## src/rtl/pin_io_frontend.sv

```systemverilog
// Pin-level front end: config capture, RAM pin mux, rx sync, video/uio output regs, frame-event counter.
// Optional sticky event-drop flag is built only when PIN_IO_EV_OVERFLOW_EN is defined.
module pin_io_frontend #(
  parameter int RAM_PINS = 4,
  parameter int IO_BITS  = 2,
  parameter int RX_SYNC  = 1,
  parameter int EV_DEPTH = 3
) (
  input  logic                clk,
  input  logic                reset,
  input  logic                cfg_sample,
  input  logic [7:0]          ui_in,
  input  logic [7:0]          uio_in,
  output logic [7:0]          uo_out,
  output logic [7:0]          uio_out,
  output logic [7:0]          uio_oe,
  output logic [3:0]          cfg_out,
  input  logic [11:0]         rgb_in,
  input  logic                hsync_in,
  input  logic                vsync_in,
  input  logic                active_in,
  input  logic                pix_phase_in,
  input  logic                ppu_reset,
  input  logic                sync_data,
  input  logic [RAM_PINS-1:0] addr_in,
  output logic [RAM_PINS-1:0] data_out,
  input  logic [IO_BITS-1:0]  tx_in,
  output logic [IO_BITS-1:0]  rx_out,
  input  logic                event_en,
  input  logic                new_frame,
  output logic                ev_request,
  input  logic                ev_ack,
  output logic                ev_overflow
);

  localparam int RX_HI = RAM_PINS + IO_BITS - 1;

  logic                rx_alt;
  logic [7:0]          ui_q;
  logic [7:0]          uio_q;
  logic [IO_BITS-1:0]  rx_src;
  logic [IO_BITS-1:0]  rx_pipe [RX_SYNC];
  logic [7:0]          uio_nxt;
  logic [3:0]          cnt;
  logic [3:0]          cnt_nxt;
  logic                inc;
  logic                dec;
  logic                at_max;

  assign rx_alt = cfg_out[0];

  always_ff @(posedge clk or posedge reset) begin
    if (reset) begin
      cfg_out <= '0;
      ui_q    <= '0;
      uio_q   <= '0;
    end else begin
      if (cfg_sample) cfg_out <= ui_in[3:0];
      ui_q  <= ui_in;
      uio_q <= uio_in;
    end
  end

  assign data_out = sync_data ? ui_q[RAM_PINS-1:0] : ui_in[RAM_PINS-1:0];

  // rx comes from spare dedicated inputs in alt mode, else from the top uio bits
  assign rx_src = rx_alt ? ui_in[RX_HI:RAM_PINS] : uio_in[7:8-IO_BITS];

  always_ff @(posedge clk or posedge reset) begin
    if (reset) begin
      for (int i = 0; i < RX_SYNC; i++) rx_pipe[i] <= '0;
    end else begin
      rx_pipe[0] <= rx_src;
      for (int i = 1; i < RX_SYNC; i++) rx_pipe[i] <= rx_pipe[i-1];
    end
  end

  assign rx_out = rx_pipe[RX_SYNC-1];

  always_comb begin
    uio_nxt                 = '0;
    uio_nxt[RAM_PINS-1:0]   = ppu_reset ? data_out : addr_in;
    uio_nxt[RX_HI:RAM_PINS] = tx_in;
    uio_nxt[6]              = active_in;
    uio_nxt[7]              = pix_phase_in & rx_alt;
  end

  always_ff @(posedge clk or posedge reset) begin
    if (reset) begin
      uo_out  <= '0;
      uio_out <= '0;
    end else begin
      // two MSBs of each colour channel plus syncs
      uo_out  <= {hsync_in, rgb_in[2], rgb_in[6], rgb_in[10],
                  vsync_in, rgb_in[3], rgb_in[7], rgb_in[11]};
      uio_out <= uio_nxt;
    end
  end

  assign uio_oe = {{2{rx_alt}}, 6'h3F};

  assign inc    = new_frame & ~ppu_reset;
  assign dec    = ev_ack & (cnt != 4'd0);
  assign at_max = (cnt == 4'(EV_DEPTH));

  always_comb begin
    cnt_nxt = cnt;
    if (!event_en)                   cnt_nxt = '0;
    else if (inc && !dec && !at_max) cnt_nxt = cnt + 4'd1;
    else if (dec && !inc)            cnt_nxt = cnt - 4'd1;
  end

  always_ff @(posedge clk or posedge reset) begin
    if (reset) begin
      cnt        <= '0;
      ev_request <= 1'b0;
    end else begin
      cnt        <= cnt_nxt;
      ev_request <= (cnt_nxt != 4'd0);
    end
  end

`ifdef PIN_IO_EV_OVERFLOW_EN
  logic ovf_q;

  always_ff @(posedge clk or posedge reset) begin
    if (reset)                         ovf_q <= 1'b0;
    else if (!event_en)                ovf_q <= 1'b0;
    else if (inc && !dec && at_max)    ovf_q <= 1'b1;
  end

  assign ev_overflow = ovf_q;
`else
  assign ev_overflow = 1'b0;
`endif

endmodule

```

## config.mk

```make
export PLATFORM = sky130hd
export DESIGN_NAME = pin_io_frontend
export DESIGN_NICKNAME = d
export VERILOG_FILES = /design/src/rtl/pin_io_frontend.sv
export SDC_FILE = /design/constraint.sdc
export NUM_CORES = 1
export LEC_CHECK = 0
export ABC_CLOCK_PERIOD_IN_PS = 1960
export CORE_AREA = 2 2 67 69
export DETAILED_ROUTE_END_ITERATION = 10
export DIE_AREA = 0 0 69 71
export PLACE_DENSITY = 0.8
export SYNTH_ARGS = -nofsm -noshare
export SYNTH_HDL_FRONTEND = slang
export SYNTH_SLANG_ARGS = --single-unit
```

## constraint.sdc

```tcl
create_clock -name clk -period 1.96 [get_ports clk]
set_clock_uncertainty 0.15 [all_clocks]
set_input_delay 0.588 -clock clk [delete_from_list [all_inputs] [get_ports clk]]
set_output_delay 0.588 -clock clk [all_outputs]
set_load 0.01 [all_outputs]
```

Word level (Yosys, flattened, before mapping)
Cells that the tools add are included.

Register bits after elaboration: 31. Input port bits: 46. Output and inout bits: 36. Word-level logic and storage cells: 28.

Bitwise operators: 4. Equality and inequality tests: 1. $add $sub $neg: 2. Muxes and demuxes: 6. Reductions and logical operators: 8.

Operators with widths (number): $mux 4 (5); $reduce_bool 4->1 (2); $add 4x1->4 const B (1); $eq 4x2->1 const B (1); $sub 4x1->4 const B (1); $and 1x1->1 (3); $logic_and 1x1->1 (3); $logic_not 1->1 (3); $mux 2 (1); $not 1->1 (1).

Logic depth before layout (Yosys ltp)
Gate-level depths: netlist of the first run.

Word-level depth: 8. Depth in mapped cells: 7. Depth with buffers taken out: 7.

Least setup slack after synthesis of the first run
OpenSTA, ideal clock, no wires.

Kind: register to register. Start: register cnt[0]. End: register ev_request. Arrival time: 1.850 ns. Library setup time: 0.124 ns. Period minus slack after synthesis: 2.124 ns. Stages on the path, launching flop included: 8. Buffers on the path: 0. Path slack: -0.164 ns. Cell sequence: dfrtp_1 -> inv_1 -> ha_1 -> or3b_4 -> and3_4 -> o41ai_1 -> a21oi_1 -> a211o_1.

Word-level cells in the longest chain between the ends: 8.

RTL lines: start, declared (RTL line 44) `logic [3:0] cnt;`; start signal, assigned (RTL line 118) `cnt <= cnt_nxt;`; parallel branches: the longest is 5 deep, another holds $sub 4x1->4; $mux 4 (*) (RTL line 109) `else if (inc && !dec && !at_max) cnt_nxt = cnt + 4'd1;`; $mux 4 (*) (RTL line 108) `if (!event_en) cnt_nxt = '0;`; $reduce_bool 4->1 (*) (RTL line 119) `ev_request <= (cnt_nxt != 4'd0);`; end signal, assigned (RTL line 119); end, declared (RTL line 31) `output logic ev_request,`.

Mark *: on every way between the ends. A chain may end at the register's enable or synchronous reset.

Final worst setup path of the first run
Start: input ppu_reset. End: register ev_request.

Word-level cells in the longest chain between the ends: 8.

RTL lines: start, declared (RTL line 23) `input logic ppu_reset,`; $not 1->1 (*) (RTL line 102) `assign inc = new_frame & ~ppu_reset;`; $and 1x1->1 (*) (RTL line 102); $logic_not 1->1 (RTL line 110) `else if (dec && !inc) cnt_nxt = cnt - 4'd1;`; $logic_and 1x1->1 (RTL line 110); $mux 4 (RTL line 110); $mux 4 (*) (RTL line 109); $mux 4 (*) (RTL line 108); $reduce_bool 4->1 (*) (RTL line 119).

Mark *: on every way between the ends. The rest lies on a longest branch, timed or not.

==> out/qor.txt, run 1 <==
Seq/Total Area, Yosys = 60.4%
Area growth syn-to-layout = 74.2%
Fmax = 473 MHz
Synthesized cell area = 0.00128 sq mm
Fin. Hold Viols = 0
Die width = 69 um
Num rows = 24
# diodes = 0
Max Cap Violations = 0
Clk_lat worst skew = 0.28 ns
Drt drc = 0
Clock transition at the registers of the reported paths = 0.06 ns
Fin util = 53.2%
Post-DR vias/cell = 4.42
Design Power = 2.09 mW
Internal power = 1.45 mW
Final period util = 108%
Starting Density = 30.5%
Layout cell share with drive strength beyond 1 = 34.5%
Post-route ant nets = 0
Die ar. = 0.00490 sq mm
Fill cells = 362
Synth Register Bits = 31
RSZ-0062 raised after global routing = true
Crit start category = input port
First-pass GRT wire length = 4570 um
Required time of the critical path = 1.97 ns
Failing checks = negative setup slack
P_leak = 1.01 nW
Non-filler instance count after layout = 223
RR Startpoint = cnt[1]
Nets = 219
Flop pwr share = 35.9%
Post-DP HPWL = 2190 um
Initial DRC count = 16
Post-layout min period = 2.11 ns
Final WS setup = -0.152 ns
Min-Delay Path Depth = 1
Arrival @ worst endpoint = 2.12 ns
Placeable Area = 0.00420 sq mm
IO Port Bufs = 60
Total grt overflow = 0
Max Slew Vio Count = 0
Status = complete, but fails checks
Hold_sp = cfg_out[3]
Worst Setup End Kind = register
Total wire length = 2900 um
Root Driver = clkbuf_8
Gate power share = 41.0%
Cells after DPL = 214
Hold/Removal Path Class = register to register
CTS H-Tree Depth = 2
Power density cells = 933 mW/mm^2
Clock share of power = 23.1%
IO Pins = 82
Critical R2R Capture = ev_request
Crit-path max FO = 6
WHS = 0.363 ns
Synth Warn # = 0
Hold Buf Count CTS = 0
Clock sink count = 31
NetSw = 637 uW
Synthesized area per cell = 14.1 sq um
Worst Reg-to-Reg Cells = 7
DR WL/cell = 13.0 um
Die height = 71 um
CTS tree = built
Cell variety after synth = 28
Pre-antenna DRT Iters = 4
Final setup fails = 3
CTS Buf Count = 5
VDD IR-drop max = 0.491 mV
Initial antenna violation count = 0
Vias in the first global route = 1,035
GP Congestion = 0.752
Crit Path Class = input port to register
Via count = 986
Endpoint with the worst hold slack = cfg_out[3]
Worst reg-to-reg setup slack = -0.13 ns
Largest net degree at the start of global routing = 25
Sw Ratio = 30.6%
CTS Buffer Depth = 2
All-Layer GR Usage = 12.2%
Synth Instances = 91
cells in the final DEF, fill, tap and decap left out, types with 2 or more instances in the layout:
cell type        instances
mux2_2                  10
mux2_4                   5
and2_1                   2
inv_1                    2
dfrtp_1                 31
o21ai_0                  2
clkdlybuf4s15_1          4
inv_2                    2
conb_1                   7
buf_4                   14
buf_6                    5
clkbuf_8                 5
nand2_1                  2
and3_4                   2
dlygate4sd2_1            3
dlymetal6s2s_1           3
ha_1                     2
clkinvlp_4               2
nor2_1                   2
clkdlybuf4s50_1         45
area by class of cell:
type	instances	area, sq um	area share (%)
sequential	31	776	34.7
clock buffer	5	68.8	3.08
inverter	4	15.0	0.672
multi-input combinational	52	551	24.6
timing repair buffer	76	741	33.1
tap	52	65.1	2.91
clock inverter	3	20.0	0.895
routing by layer:
metal | up-vias | global-route usage [%] | part of all wire, %
met5 | - | 0 | 0
met2 | 55 | 18.9 | 49
met3 | 6 | 6.27 | 11
met1 | 467 | 13.1 | 38
met4 | 0 | 7.84 | 2.2
li1 | 458 | - | -
sequential cells by signal, summed over array words and instances, names as in the netlist:
register	cells
uio_out	8
uo_out	8
ui_q	4
ev_request	1
rx_out	2
cnt	4
cfg_out	4
synth_stat cells:
library cell  instances  area share, %
mux2_2               15             13
nor4_1                1           0.49
and2_1                2           0.97
and4_1                1           0.68
inv_1                 4            1.2
a41oi_2               1            1.3
o311a_1               1           0.78
and3b_1               1           0.68
o41ai_1               1           0.68
or3b_4                1           0.88
conb_1                2           0.59
a211oi_1              1           0.59
a211o_1               1           0.68
and3_1                1           0.49
and3_4                1           0.88
nand2b_1              1           0.49
nor3b_1               1           0.59
nand2_1               2           0.59
a21oi_1               2           0.78
nor2_1                2           0.59
o21ai_0               2           0.78
dfrtp_1              31             60
nand3_1               1           0.39
buf_4                 9            5.3
or3_1                 1           0.49
a221oi_4              1            2.0
xnor2_1               1           0.68
ha_1                  3            2.9
logic make-up (layout without fill, tap and decap cells):
kind of cell	count (synthesis)	after routing	synth area share, %
compound gates	10	10	7.60
xor+xnor	1	1	0.682
fa+ha+maj	3	3	2.92
buf+inv	13	88	6.43
flops	31	31	60.4
mux	15	15	13.2
other cells	2	7	0.585
simple gates	16	16	8.19
repair_timing:
action,4_1_cts,5_1_grt
setup endpoints to repair,11,6
setup buffers,1,0
pin swaps,5,9
gates resized for setup,44,14
how the worst max path moves through the flow:
stage          startpoint     endpoint  slack (ns)  depth (start not counted)
6_report        ppu_reset   ev_request       -0.15                          7
5_1_grt            cnt[0]   ev_request       -0.19                          7
4_1_cts            cnt[0]   ev_request       -0.13                          7
3_5_place_dp    sync_data  data_out[3]       -0.78                          3
3_3_place_gp    sync_data  data_out[1]       -0.76                          3
2_1_floorplan      cnt[0]   ev_request       -0.13                          7
power by group through the flow:
stage | clock network [mW] | registers, mW | logic (mW)
2_1_floorplan | 0 | 0.801 | 0.338
3_3_place_gp | 0 | 0.761 | 0.692
3_5_place_dp | 0 | 0.761 | 0.706
4_1_cts | 0.493 | 0.750 | 0.739
5_1_grt | 0.520 | 0.757 | 0.934
6_report | 0.481 | 0.749 | 0.856
per-stage QoR:
| step | setup TNS [ns] | cell area [sq um] | worst slack [ns] |
|---|---|---|---|
| final | -0.278 | 2240 | -0.152 |
| after global routing | -0.465 | 2240 | -0.187 |
| after CTS | -0.292 | 2160 | -0.131 |
| after detailed placement | -5.37 | 2030 | -0.776 |
| after global placement | -5.24 | 2030 | -0.762 |
| after floorplan | -0.134 | 1300 | -0.134 |
critical path: stages:
cell	delay, ns
clkdlybuf4s50_1	0.47
nand2b_4	0.17
a221oi_4	0.05
buf_4	0.16
o41ai_4	0.33
a21oi_4	0.06
a211o_1	0.28
(Power assumes the default switching activity.)
==> run 2, diff against run 1 <==
--- a/config.mk
+++ b/config.mk
@@ -6,9 +6,9 @@
 export NUM_CORES = 1
 export LEC_CHECK = 0
 export ABC_CLOCK_PERIOD_IN_PS = 1960
-export CORE_AREA = 2 2 67 69
+export CORE_AREA = 3 3 68 70
 export DETAILED_ROUTE_END_ITERATION = 10
-export DIE_AREA = 0 0 69 71
+export DIE_AREA = 0 0 71 73
 export PLACE_DENSITY = 0.8
 export SYNTH_ARGS = -nofsm -noshare
 export SYNTH_HDL_FRONTEND = slang
==> out/qor.txt, run 2 (synthesis results as in run 1) <==
Most used routing layer in global routing = met2 (unchanged)
Fin. Hold Viols = 0 (unchanged)
Total grt overflow = 0 (unchanged)
Most frequent cells in the layout = clkdlybuf4s50_1 (43), dfrtp_1 (30), buf_4 (19) (was clkdlybuf4s50_1 (45), dfrtp_1 (31), buf_4 (14))
VDD IR-drop max = 0.450 mV (was 0.491 mV)
Initial antenna violation count = 0 (unchanged)
Clk_lat worst skew = 0.28 ns (about the same)
Final Cell Area = 0.00226 sq mm (was 0.00224 sq mm)
CTS H-Tree Depth = 2 (unchanged)
All-Layer GR Usage = 13.2% (was 12.2%)
CTS tree = built (unchanged)
Worst reg-to-reg setup slack = -0.15 ns (was -0.13 ns)
Final setup fails = 4 (was 3)
Num rows = 23 (was 24)
IO Port Bufs = 60 (unchanged)
Final WS setup = -0.146 ns (was -0.152 ns)
IO Pins = 82 (unchanged)
Crit start category = register (was input port)
Multi-input gate area = 503 sq um (was 551 sq um)
WHS = 0.382 ns (was 0.363 ns)
Layout cell share with drive strength beyond 1 = 34.3% (was 34.5%)
Placeable Area = 0.00403 sq mm (was 0.00420 sq mm)
Power density cells = 1020 mW/mm^2 (was 933 mW/mm^2)
Via count = 1,003 (was 986)
Root Driver = clkbuf_8 (unchanged)
Starting Density = 31.9% (was 30.5%)
Clock sink count = 31 (unchanged)
Dpl cell area = 0.00200 sq mm (was 0.00203 sq mm)
CTS Buf Count = 5 (unchanged)
Max Slew Vio Count = 0 (unchanged)
M3 GR Usage = 5.23% (was 6.27%)
Die height = 73 um (was 71 um)
Grt met2 use = 22.6% (was 18.9%)
Post-DR vias/cell = 4.46 (was 4.42)
Setup TNS Final = -0.281 ns (was -0.278 ns)
Met1 Use GR = 13.9% (was 13.1%)
Worst Setup End Kind = register (unchanged)
Die ar. = 0.00518 sq mm (was 0.00490 sq mm)
Vias in the first global route = 1,063 (was 1,035)
Die width = 71 um (was 69 um)
Post-layout min period = 2.11 ns (about the same)
Post-route ant nets = 0 (unchanged)
Initial DRC count = 20 (was 16)
Crit Path Class = register to register (was input port to register)
Crit-path max FO = 4 (was 6)
RSZ-0062 raised after global routing = true (unchanged)
Regs by FF count = uio_out x8, uo_out x8 (unchanged)
Status = complete, but fails checks (unchanged)
Hold Buf Count CTS = 0 (unchanged)
Fmax = 475 MHz (was 473 MHz)
Required time of the critical path = 1.97 ns (about the same)
# diodes = 0 (unchanged)
Commonest non-fill, non-tap cell in the layout = clkdlybuf4s50_1 (unchanged)
Largest net degree at the start of global routing = 32 (was 25)
Post-DP HPWL = 2340 um (was 2190 um)
Drt drc = 0 (unchanged)
Total wire length = 3170 um (was 2900 um)
Nets = 223 (was 219)
Pre-antenna DRT Iters = 4 (unchanged)
Failing checks = negative setup slack (unchanged)
Final period util = 107% (was 108%)
Area growth syn-to-layout = 76.1% (was 74.2%)
First-pass GRT wire length = 5090 um (was 4570 um)
Reg area = 777 sq um (was 776 sq um)
Hold/Removal Path Class = register to register (unchanged)
Max Cap Violations = 0 (unchanged)
P_leak = 1.07 nW (was 1.01 nW)
CTS Buffer Depth = 2 (unchanged)
Clock transition at the registers of the reported paths = 0.06 ns (about the same)
Fill cells = 316 (was 362)
Arrival @ worst endpoint = 2.12 ns (about the same)
GP Congestion = 0.717 (was 0.752)
DR WL/cell = 14.1 um (was 13.0 um)
==> run 2: changes by cell type in the layout (fill, tap and decap cells not counted), sizes merged <==
| cell | previous run | this run |
|---|---|---|
| clkinv | 1 | 0 |
| clkdlybuf4s50 | 45 | 43 |
| bufinv | 0 | 2 |
| clkinvlp | 2 | 0 |
| buf | 21 | 25 |
| dlygate4sd2 | 3 | 1 |
| dlymetal6s2s | 3 | 7 |
| clkbuf | 5 | 6 |
==> run 2: report_power, final <==
part / switching [mW] / leakage (nW) / internal (mW)
logic: 0.335 / 0.633 / 0.482
registers: 0.0355 / 0.369 / 0.717
clock network: 0.232 / 0.0654 / 0.508
total: 0.603 / 1.07 / 1.71
==> run 2: final cells by class <==
cell class,count,share of cell area [%]
flip-flops and latches,31,34.4
repair buffers,80,34.1
multi-input cells,52,22.2
clock buffers,6,3.21
well taps,50,2.77
clock inverters,2,2.66
inverters,4,0.664
==> run 2: what timing repair did <==
| action | CTS | global route |
|---|---|---|
| resized for setup | 46 | 9 |
| buffers inserted | 6 | 0 |
| hold endpoints to repair | 0 | 0 |
| setup endpoints to repair | 11 | 11 |
| pin swaps | 8 | 0 |
==> run 2: final timing paths <==
kind | startpoint | endpoint | cells after the start
worst max-delay path | cnt[1] | ev_request | 7
worst min register to register | cfg_out[2] | cfg_out[2] | 1
min in group asynchronous | reset | uio_out[0] | 3
max in group asynchronous | reset | cfg_out[0] | 3
worst max register to register | cnt[1] | ev_request | 7
worst min-delay path | cfg_out[2] | cfg_out[2] | 1
==> run 2: routing by layer <==
layer,up-vias,wire [um]
li1,466,-
met1,476,1190
met2,55,1620
met3,6,292
met4,0,67
met5,-,0
==> run 2: critical path, cell delays in order (launching register included) <==
cell and delay [ns]:
dfrtp_1 0.38, inv_2 0.08, ha_4 0.13, or3b_4 0.41, and4_1 0.21, a211oi_2 0.14, and3b_2 0.23, a211o_1 0.26
==> run 2: metrics by stage <==
step | util, % | std cells | setup WS, ns | power, mW
after floorplan | - | 96 | -0.134 | 1.14
after global placement | 49.7 | 211 | -0.758 | 1.44
after detailed placement | 49.7 | 211 | -0.783 | 1.46
after CTS | 55.5 | 225 | -0.122 | 2.33
after global routing | 56.1 | 225 | -0.249 | 2.43
final | 56.1 | 225 | -0.146 | 2.31
